`config.mk`:
```
export PLATFORM = sky130hd
export DESIGN_NAME = ddr_bundle_scheduler
export DESIGN_NICKNAME = d
export VERILOG_FILES = /design/src/rtl/ddr_bundle_scheduler_pkg.sv /design/src/rtl/uop_bundle_fifo.sv /design/src/rtl/ddr_bundle_scheduler.sv
export SDC_FILE = /design/constraint.sdc
export NUM_CORES = 1
export LEC_CHECK = 0
export BUFFER_PORTS_ARGS = -buffer_cell sky130_fd_sc_hd__buf_2
export CORE_ASPECT_RATIO = 1.5
export CORE_MARGIN = 4
export CORE_UTILIZATION = 56
export CTS_CLUSTER_SIZE = 40
export DETAILED_ROUTE_END_ITERATION = 8
export PLACE_DENSITY_LB_ADDON = 0.1
export SETUP_SLACK_MARGIN = 0.4
export SLEW_MARGIN = 20
export SYNTH_ARGS = -nofsm -noshare
export SYNTH_HDL_FRONTEND = slang
export SYNTH_HIERARCHICAL = 1
export SYNTH_SLANG_ARGS = --single-unit
export TNS_END_PERCENT = 100
```
`constraint.sdc`:
```
create_clock -name clk -period 8.56 [get_ports clk]
set_clock_uncertainty 0.1 [all_clocks]
set_input_delay 0.856 -clock clk [delete_from_list [all_inputs] [get_ports clk]]
set_output_delay 0.856 -clock clk [all_outputs]
set_load 0.02 [all_outputs]
```
`src/rtl/ddr_bundle_scheduler_pkg.sv`:
```
// Shared encodings for the DDR bundle scheduler: uop flag positions, timing defaults,
// and the self-refresh FSM state type.
package ddr_bundle_scheduler_pkg;

    localparam int unsigned DDR_UOP_WIDTH = 8;
    localparam int unsigned BUNDLE_W      = 4 * DDR_UOP_WIDTH;

    // Control flag bit positions within a uop; only slot 0 is decoded by the scheduler
    localparam int unsigned IS_SRE = 7;
    localparam int unsigned IS_SRX = 6;
    localparam int unsigned IS_NOP = 5;

    localparam int unsigned DEF_T_CKESR = 8;
    localparam int unsigned DEF_T_XS    = 16;

    localparam logic [DDR_UOP_WIDTH-1:0] UOP_NOP  = 8'h20;
    localparam logic [DDR_UOP_WIDTH-1:0] UOP_SRE  = 8'h80;
    localparam logic [DDR_UOP_WIDTH-1:0] UOP_SRX  = 8'h40;
    localparam logic [DDR_UOP_WIDTH-1:0] UOP_ACT  = 8'h01;
    localparam logic [DDR_UOP_WIDTH-1:0] UOP_READ = 8'h02;

    typedef enum logic [1:0] {
        StRun     = 2'd0,
        StSrEntry = 2'd1,
        StSr      = 2'd2,
        StSrExit  = 2'd3
    } sched_state_e;

    function automatic logic slot0_flag(input logic [BUNDLE_W-1:0] bundle,
                                        input int unsigned pos);
        return bundle[pos];
    endfunction

    function automatic logic slot0_is_nop(input logic [BUNDLE_W-1:0] bundle);
        return bundle[IS_NOP];
    endfunction

endpackage

```
`src/rtl/uop_bundle_fifo.sv`:
```
// Bundle FIFO with occupancy count; the caller guarantees no push when full and no pop
// when empty.
module uop_bundle_fifo #(
    parameter int unsigned DEPTH = 4,
    parameter int unsigned WIDTH = 32
) (
    input  logic                     clk,
    input  logic                     rst,
    input  logic                     i_push,
    input  logic                     i_pop,
    input  logic [WIDTH-1:0]         i_wdata,
    output logic [WIDTH-1:0]         o_rdata,
    output logic [$clog2(DEPTH):0]   o_occupancy,
    output logic                     o_full,
    output logic                     o_empty
);
    localparam int unsigned PTR_W = $clog2(DEPTH);

    logic [WIDTH-1:0] r_mem [DEPTH];
    logic [PTR_W-1:0] r_wptr;
    logic [PTR_W-1:0] r_rptr;
    logic [PTR_W:0]   r_count;

    // Pointers wrap naturally because DEPTH is a power of two
    always_ff @(posedge clk or posedge rst) begin
        if (rst) begin
            r_wptr  <= '0;
            r_rptr  <= '0;
            r_count <= '0;
        end else begin
            if (i_push) r_wptr <= r_wptr + 1'b1;
            if (i_pop)  r_rptr <= r_rptr + 1'b1;
            if (i_push && !i_pop)      r_count <= r_count + 1'b1;
            else if (!i_push && i_pop) r_count <= r_count - 1'b1;
        end
    end

    always_ff @(posedge clk) begin
        if (i_push) r_mem[r_wptr] <= i_wdata;
    end

    assign o_rdata     = r_mem[r_rptr];
    assign o_occupancy = r_count;
    assign o_full      = (r_count == (PTR_W + 1)'(DEPTH));
    assign o_empty     = (r_count == '0);

endmodule

```
`src/rtl/ddr_bundle_scheduler.sv`:
```
// Issues queued DDR bundles to the PHY, holding issue off across self-refresh entry and
// exit windows and flagging illegal SRE/SRX ordering.
module ddr_bundle_scheduler
    import ddr_bundle_scheduler_pkg::*;
#(
    parameter int unsigned DEPTH   = 4,
    parameter int unsigned T_CKESR = DEF_T_CKESR,
    parameter int unsigned T_XS    = DEF_T_XS
) (
    input  logic                     clk,
    input  logic                     rst,
    input  logic                     in_valid,
    input  logic [BUNDLE_W-1:0]      in_bundle,
    output logic                     in_ready,
    output logic                     out_valid,
    output logic [BUNDLE_W-1:0]      out_bundle,
    input  logic                     phy_ready,
    output logic                     sr_active,
    output logic [$clog2(DEPTH):0]   occupancy,
    output logic                     seq_err
);
    localparam int unsigned CNT_W = $clog2((T_XS > T_CKESR) ? T_XS : T_CKESR) + 1;

    sched_state_e        r_state;
    logic [CNT_W-1:0]    r_cnt;
    logic                r_seq_err;

    logic                w_push;
    logic                w_pop;
    logic                w_full;
    logic                w_empty;
    logic                w_offer;
    logic                w_head_sre;
    logic                w_head_srx;
    logic [BUNDLE_W-1:0] w_head;

    uop_bundle_fifo #(
        .DEPTH (DEPTH),
        .WIDTH (BUNDLE_W)
    ) u_fifo (
        .clk         (clk),
        .rst         (rst),
        .i_push      (w_push),
        .i_pop       (w_pop),
        .i_wdata     (in_bundle),
        .o_rdata     (w_head),
        .o_occupancy (occupancy),
        .o_full      (w_full),
        .o_empty     (w_empty)
    );

    assign w_head_sre = slot0_flag(w_head, IS_SRE);
    assign w_head_srx = slot0_flag(w_head, IS_SRX);

    always_comb begin
        w_offer = 1'b0;
        unique case (r_state)
            StRun:   w_offer = !w_empty;
            StSr:    w_offer = !w_empty && w_head_srx;
            default: w_offer = 1'b0;
        endcase
    end

    assign in_ready   = !w_full;
    assign w_push     = in_valid && in_ready;
    assign w_pop      = w_offer && phy_ready;
    assign out_valid  = w_offer;
    assign out_bundle = w_offer ? w_head : '0;
    assign sr_active  = (r_state != StRun);
    assign seq_err    = r_seq_err;

    always_ff @(posedge clk or posedge rst) begin
        if (rst) begin
            r_state   <= StRun;
            r_cnt     <= '0;
            r_seq_err <= 1'b0;
        end else begin
            // An SRE reaching the head outside RUN can never be legal
            if ((r_state != StRun) && !w_empty && w_head_sre) r_seq_err <= 1'b1;
            unique case (r_state)
                StRun: begin
                    if (w_pop && w_head_sre) begin
                        r_state <= StSrEntry;
                        r_cnt   <= CNT_W'(T_CKESR - 1);
                    end else if (w_pop && w_head_srx) begin
                        r_seq_err <= 1'b1;
                    end
                end
                StSrEntry: begin
                    if (r_cnt == '0) r_state <= StSr;
                    else             r_cnt   <= r_cnt - 1'b1;
                end
                StSr: begin
                    if (w_pop) begin
                        r_state <= StSrExit;
                        r_cnt   <= CNT_W'(T_XS - 1);
                    end
                end
                StSrExit: begin
                    if (r_cnt == '0) r_state <= StRun;
                    else             r_cnt   <= r_cnt - 1'b1;
                end
                default: r_state <= StRun;
            endcase
        end
    end

endmodule
```
Yosys cells after proc, flatten, opt, wreduce, memory -nomap -nowiden
Memories as Yosys holds them, arrays and structs flattened.
Cells that the tools add are included.

storage, ports and cells
  memories = 1
  RAM bits = 128
  input bits = 36
  bits in registers = 15

operators by class
  equal/unequal tests = 9
  muxes and demuxes = 19
  reductions and logical operators = 21
  add/sub/neg operators = 5

memory list
  memory        words  width  rd ports  clocked after Yosys merged registers in  write ports  RTL line               text
  u_fifo.r_mem  4      32     1         0                                        1            uop_bundle_fifo.sv:19  logic [WIDTH-1:0] r_mem [DEPTH];

operator list
  operator             number
  $mux 32              1
  $mux 5               3
  $pmux 5 s3           1
  $logic_and 1x1->1    9
  $mux 2               4
  $ne 2x2->1 const B   4
  $pmux 2 s4           1
  $mux 1               6
  $mux 3               2
  $logic_not 5->1      1
  $sub 5x1->5 const B  1
  $add 2x1->2 const B  2
  $eq 2x2->1 const B   2
  $logic_not 1->1      4
  $reduce_and 4->1     1
  $reduce_bool 2->1    2
  $add 3x1->3 const B  1
  $eq 3x3->1 const B   1
  $logic_not 3->1      1
  $reduce_and 3->1     1
  $sub 3x1->3 const B  1
  $eq 2x1->1 const B   1
  $logic_not 2->1      1
  $ne 2x1->1 const B   1
  2 further kinds      2

Logic depth before layout (Yosys ltp)
  depth in word-level cells = 9
  mapped depth = 13
  gate-level depth less buffers = 12

Modules after synthesis
Netlist, hierarchy kept.

modules (own cells, without submodules)
  module                instances  sequential area each (um2)  area each (um2)  cells each
  uop_bundle_fifo       1          4018.9                      5063.6           203
  ddr_bundle_scheduler  1          200.2                       832.0            101

Worst setup path before layout
No wires, ideal clock.

  path kind = reg-to-output
  start point = reg u_fifo.r_rptr[0]
  end point = out out_bundle[22]
  slack = 5.680 ns
  arrival = 1.924 ns
  stages on the path, launching flop included = 8
  cells stage by stage = dfrtp_1 buf_6 buf_12 mux4_2 a21oi_1 nor2_1 clkbuf_1 and2_1

on the way
  longest elaborated chain between the ends = 4

RTL lines
  element                   RTL line                    text
  start: declaration        uop_bundle_fifo.sv:21       logic [PTR_W-1:0] r_rptr;
  start signal: assignment  uop_bundle_fifo.sv:32       if (i_pop) r_rptr <= r_rptr + 1'b1;
  $mem_v2 4x32              n/a
  via w_head[6]             ddr_bundle_scheduler.sv:35  logic [BUNDLE_W-1:0] w_head;
  $logic_and 1x1->1         ddr_bundle_scheduler.sv:59  StSr: w_offer = !w_empty && w_head_srx;
  $pmux 1 s2                ddr_bundle_scheduler.sv:57  unique case (r_state)
  via out_valid             ddr_bundle_scheduler.sv:15  output logic out_valid,
  $mux 32                   ddr_bundle_scheduler.sv:68  assign out_bundle = w_offer ? w_head : '0;
  end: declaration          ddr_bundle_scheduler.sv:16  output logic [BUNDLE_W-1:0] out_bundle,

The timed path passes the listed nets, and every way through them passes these cells.

Worst setup path in the final report
  start point = reg u_fifo.r_rptr[1]
  end point = out out_bundle[12]

on the way
  longest elaborated chain between the ends = 4

RTL lines
  element            RTL line
  $mem_v2 4x32       n/a
  via w_head[6]      ddr_bundle_scheduler.sv:35
  $logic_and 1x1->1  ddr_bundle_scheduler.sv:59
  $pmux 1 s2         ddr_bundle_scheduler.sv:57
  $mux 32            ddr_bundle_scheduler.sv:68

The timed path passes the listed nets, and every way through them passes these cells.

==> summary.md <==
| Metric | Value |
|---|---|
| # port buffers | 74 |
| Top-area cell type share of the netlist area | 0.652 |
| Chip height | ~130 um |
| CP Capture Type | output port |
| Clk pin slew, worst setup/hold paths | approximately 0.060 ns |
| Die area | 0.0123 sq mm |
| Vias in the first global route | 3109 |
| Hpwl dp | 6.05 mm |
| Worst Reg2Reg Path Length in Cells | 12 |
| FP Rows | 45 |
| Fin util | 0.680 |
| Initial antenna violation count | 0 |
| Htree depth | 4 |
| Max-slew headroom | 0.393 |
| Fraction of registers with async set or reset after synthesis | 0.105 |
| CP max-delay cell | dfrtp_2 |
| Initial Util | 0.579 |
| # setup viols final | 0 |
| Vias | 2944 |
| # nets final | about 440 |
| Crit path kind | reg -> out |
| Crit-path cells | mux4_2 -> a21oi_1 -> nor2_4 -> and2_1 -> buf_2 |
| Worst vdd ir | 0.244 mV |
| Reg2Reg Setup Slack | 5.01 ns |
| CTS tree | yes |
| Worst EP arrival | roughly 2.8 ns |
| CTS Buf Count | 17 |
| CTS sink cnt | 143 |
| Yosys warning total | 6 |
| Pin count of the biggest net entering global routing | 35 |
| Cell variety after synth | 36 |
| 1st-iter DRT viols | between 100 and 150 |
| Outcome | complete, no violations |
| Post-route DRC | 0 |
| Final min period | 3.79 ns |
| CP Data Required Time | roughly 7.6 ns |
| Post_cts resized | 0 |
| Leakage power | roughly 2.6 nW |
| Crit Reg-Reg Startpoint | u_fifo/r_rptr[0] |
| Synth cell count leaders | 128 x edfxtp_1, 37 x and2_1, 28 x mux4_2, 15 x dfrtp_1, 15 x inv_1 |
| Congestion Overflow GR | 0 |
| Vias per cell | approximately 5.5 |
| Layout area overhead | 17.5% |
| #FFs+latches synth | about 140 |
| MaxCap Viol Count | 0 |
| Count leader, synth | edfxtp_1 |
| Setup Fix Bufs, Post-CTS | 0 |
| Top cells by area, synth | edfxtp_1 65%, mux4_2 11%, dfrtp_1 6.4% |
| Placer Congestion | around 0.74 |
| Mapped Area | ~0.0059 sq mm |
| Tightest Pin Transition | ~0.91 ns |
| RSZ-0062 raised after global routing | false |
| All-Layer GR Usage | 0.180 |
| Worst hold path type | in -> async |
| Post-Syn Area per Cell | approximately 19 sq um |
| CTS root buffer | clkbuf_16 |
| Fin. max-slew vios | 0 |
| Main synth FF type | edfxtp_1 |
| Routed WL per cell | between 15 and 20 um |
| Final period util | 0.442 |
| CP max stage delay | approximately 0.90 ns |
| Syn nets | 353 |
| Area of the core | roughly 0.01 sq mm |
| Post-synthesis sequential area ratio | 0.716 |
| Routed WL | 10.1 mm |
| Pre-antenna DRT Iters | 4 |
| First-pass GRT wire length | 16.4 mm |
| TNS Setup | 0 ns |
| Die width | between 90 and 100 um |
| Largest area contributor in the synthesized netlist | edfxtp_1 |
| Final antenna-violating net count | 0 |
| Fmax achieved | between 0.2 and 0.3 GHz |
| Post-synth EDFFs | 128 |
| Crit-path max FO | 34 |
| Num ports | 75 |
| R2r endpoint | u_fifo/o_occupancy[2] |
| Syn Inst Count | around 300 |
| Layout cell share with drive strength beyond 1 | 0.361 |
| Startpoint Class | flop |
| Final Hold Fails | 0 |
| Worst skew pair latency | roughly 0.40 ns |
| CTS Hold Bufs | 0 |
| Cell Pwr Density | 380 mW/mm^2 |
| Deepest clock path buffer count | 2 |
| Number of diodes | 0 |
cells by family (layout without fill, tap and decap cells):
logic type                 after synthesis  in the layout  share of synthesized area
xor gates and xnor gates                 6              6                    0.00891
AOI/OAI and AO/OA                       15             15                     0.0163
muxes                                   37             37                      0.135
adders and majority gates               13             13                     0.0289
and+or+nand+nor                         63             63                     0.0662
buffers and inverters                   27            119                     0.0286
DFF                                    143            143                      0.716
worst max path at each step:
stage                     start                     to  slack (ns)  cells after the start
3_3_place_gp   u_fifo/r_rptr[1]  u_fifo/o_occupancy[1]        4.73                      9
3_5_place_dp   u_fifo/r_rptr[0]  u_fifo/o_occupancy[2]        4.98                     12
2_1_floorplan  u_fifo/r_rptr[0]         out_bundle[22]        5.68                      7
5_1_grt        u_fifo/r_rptr[0]         out_bundle[12]        4.55                      6
6_report       u_fifo/r_rptr[1]         out_bundle[12]        4.77                      5
4_1_cts        u_fifo/r_rptr[0]         out_bundle[23]        4.71                      6
per-stage QoR:
stage          total power, mW  area [sq um]  std cells  hold slack (ns)  worst slack, ns
6_report                  2.63          6930        537            0.293             4.77
5_1_grt                   2.78          6930        537            0.299             4.55
4_1_cts                   2.66          6930        537            0.301             4.71
3_5_place_dp              1.95          6350        508            0.373             4.98
3_3_place_gp              1.93          6350        508            0.357             4.73
2_1_floorplan             1.72          5900        304            0.387             5.68
final cells by class:
cell class,count,area (sq um)
Tap cell,141,176
Multi-Input combinational cell,134,1520
Fill cell,685,3270
Sequential cell,143,4220
Inverter,15,56.3
Clock inverter,12,148
Clock buffer,17,425
Timing Repair Buffer,75,378
critical path, delay by kind of cell (launching register included):
family          cells  cell delay (ns)
flops               1             0.90
simple gates        2             0.86
mux                 1             0.39
buf+inv             1             0.17
compound gates      1             0.11
report_power, final:
group,switching (mW),internal (mW)
Sequential,0.0905,0.933
Clock,0.258,0.450
Combinational,0.509,0.390
placed cells by master, fill, tap and decap left out, types with 2 or more instances in the layout:
master      synthesis  layout
clkinvlp_4          0       2
nor2_1              9       8
nor2b_1             2       2
and2_2              0       4
xor2_1              4       4
buf_2               3      74
mux2_4              2       2
inv_1              15      15
bufinv_16           0       3
dfrtp_1            15      13
mux4_2             28      28
and2_1             37      33
mux4_1              4       4
nand2_1             4       4
clkinv_1            0       3
ha_1               12      12
xnor2_1             2       2
a21oi_1             3       3
nor3_1              3       3
nor3b_1             2       2
clkbuf_16           0      17
o21ai_0             7       7
edfxtp_1          128     128
dfrtp_2             0       2
clkinv_4            0       3
flip-flops by register name, indices dropped and copies added (netlist names):
| register | cells |
|---|---|
| r_cnt | 5 |
| r_state | 2 |
| seq_err | 1 |
| u_fifo/o_occupancy | 3 |
| u_fifo/r_mem | 128 |
| u_fifo/r_rptr | 2 |
| u_fifo/r_wptr | 2 |
routing by layer:
metal  part of all wire  routed length, um  track usage  vias to the layer above
li1                   -                  -            -                     1334
met1               0.38               3880        0.213                     1520
met2               0.56               5650        0.320                       79
met3              0.044                449       0.0418                       11
met4              0.012                126       0.0694                        0
met5                  0                  0            0                        -
Power figures use the tool's default switching activity.
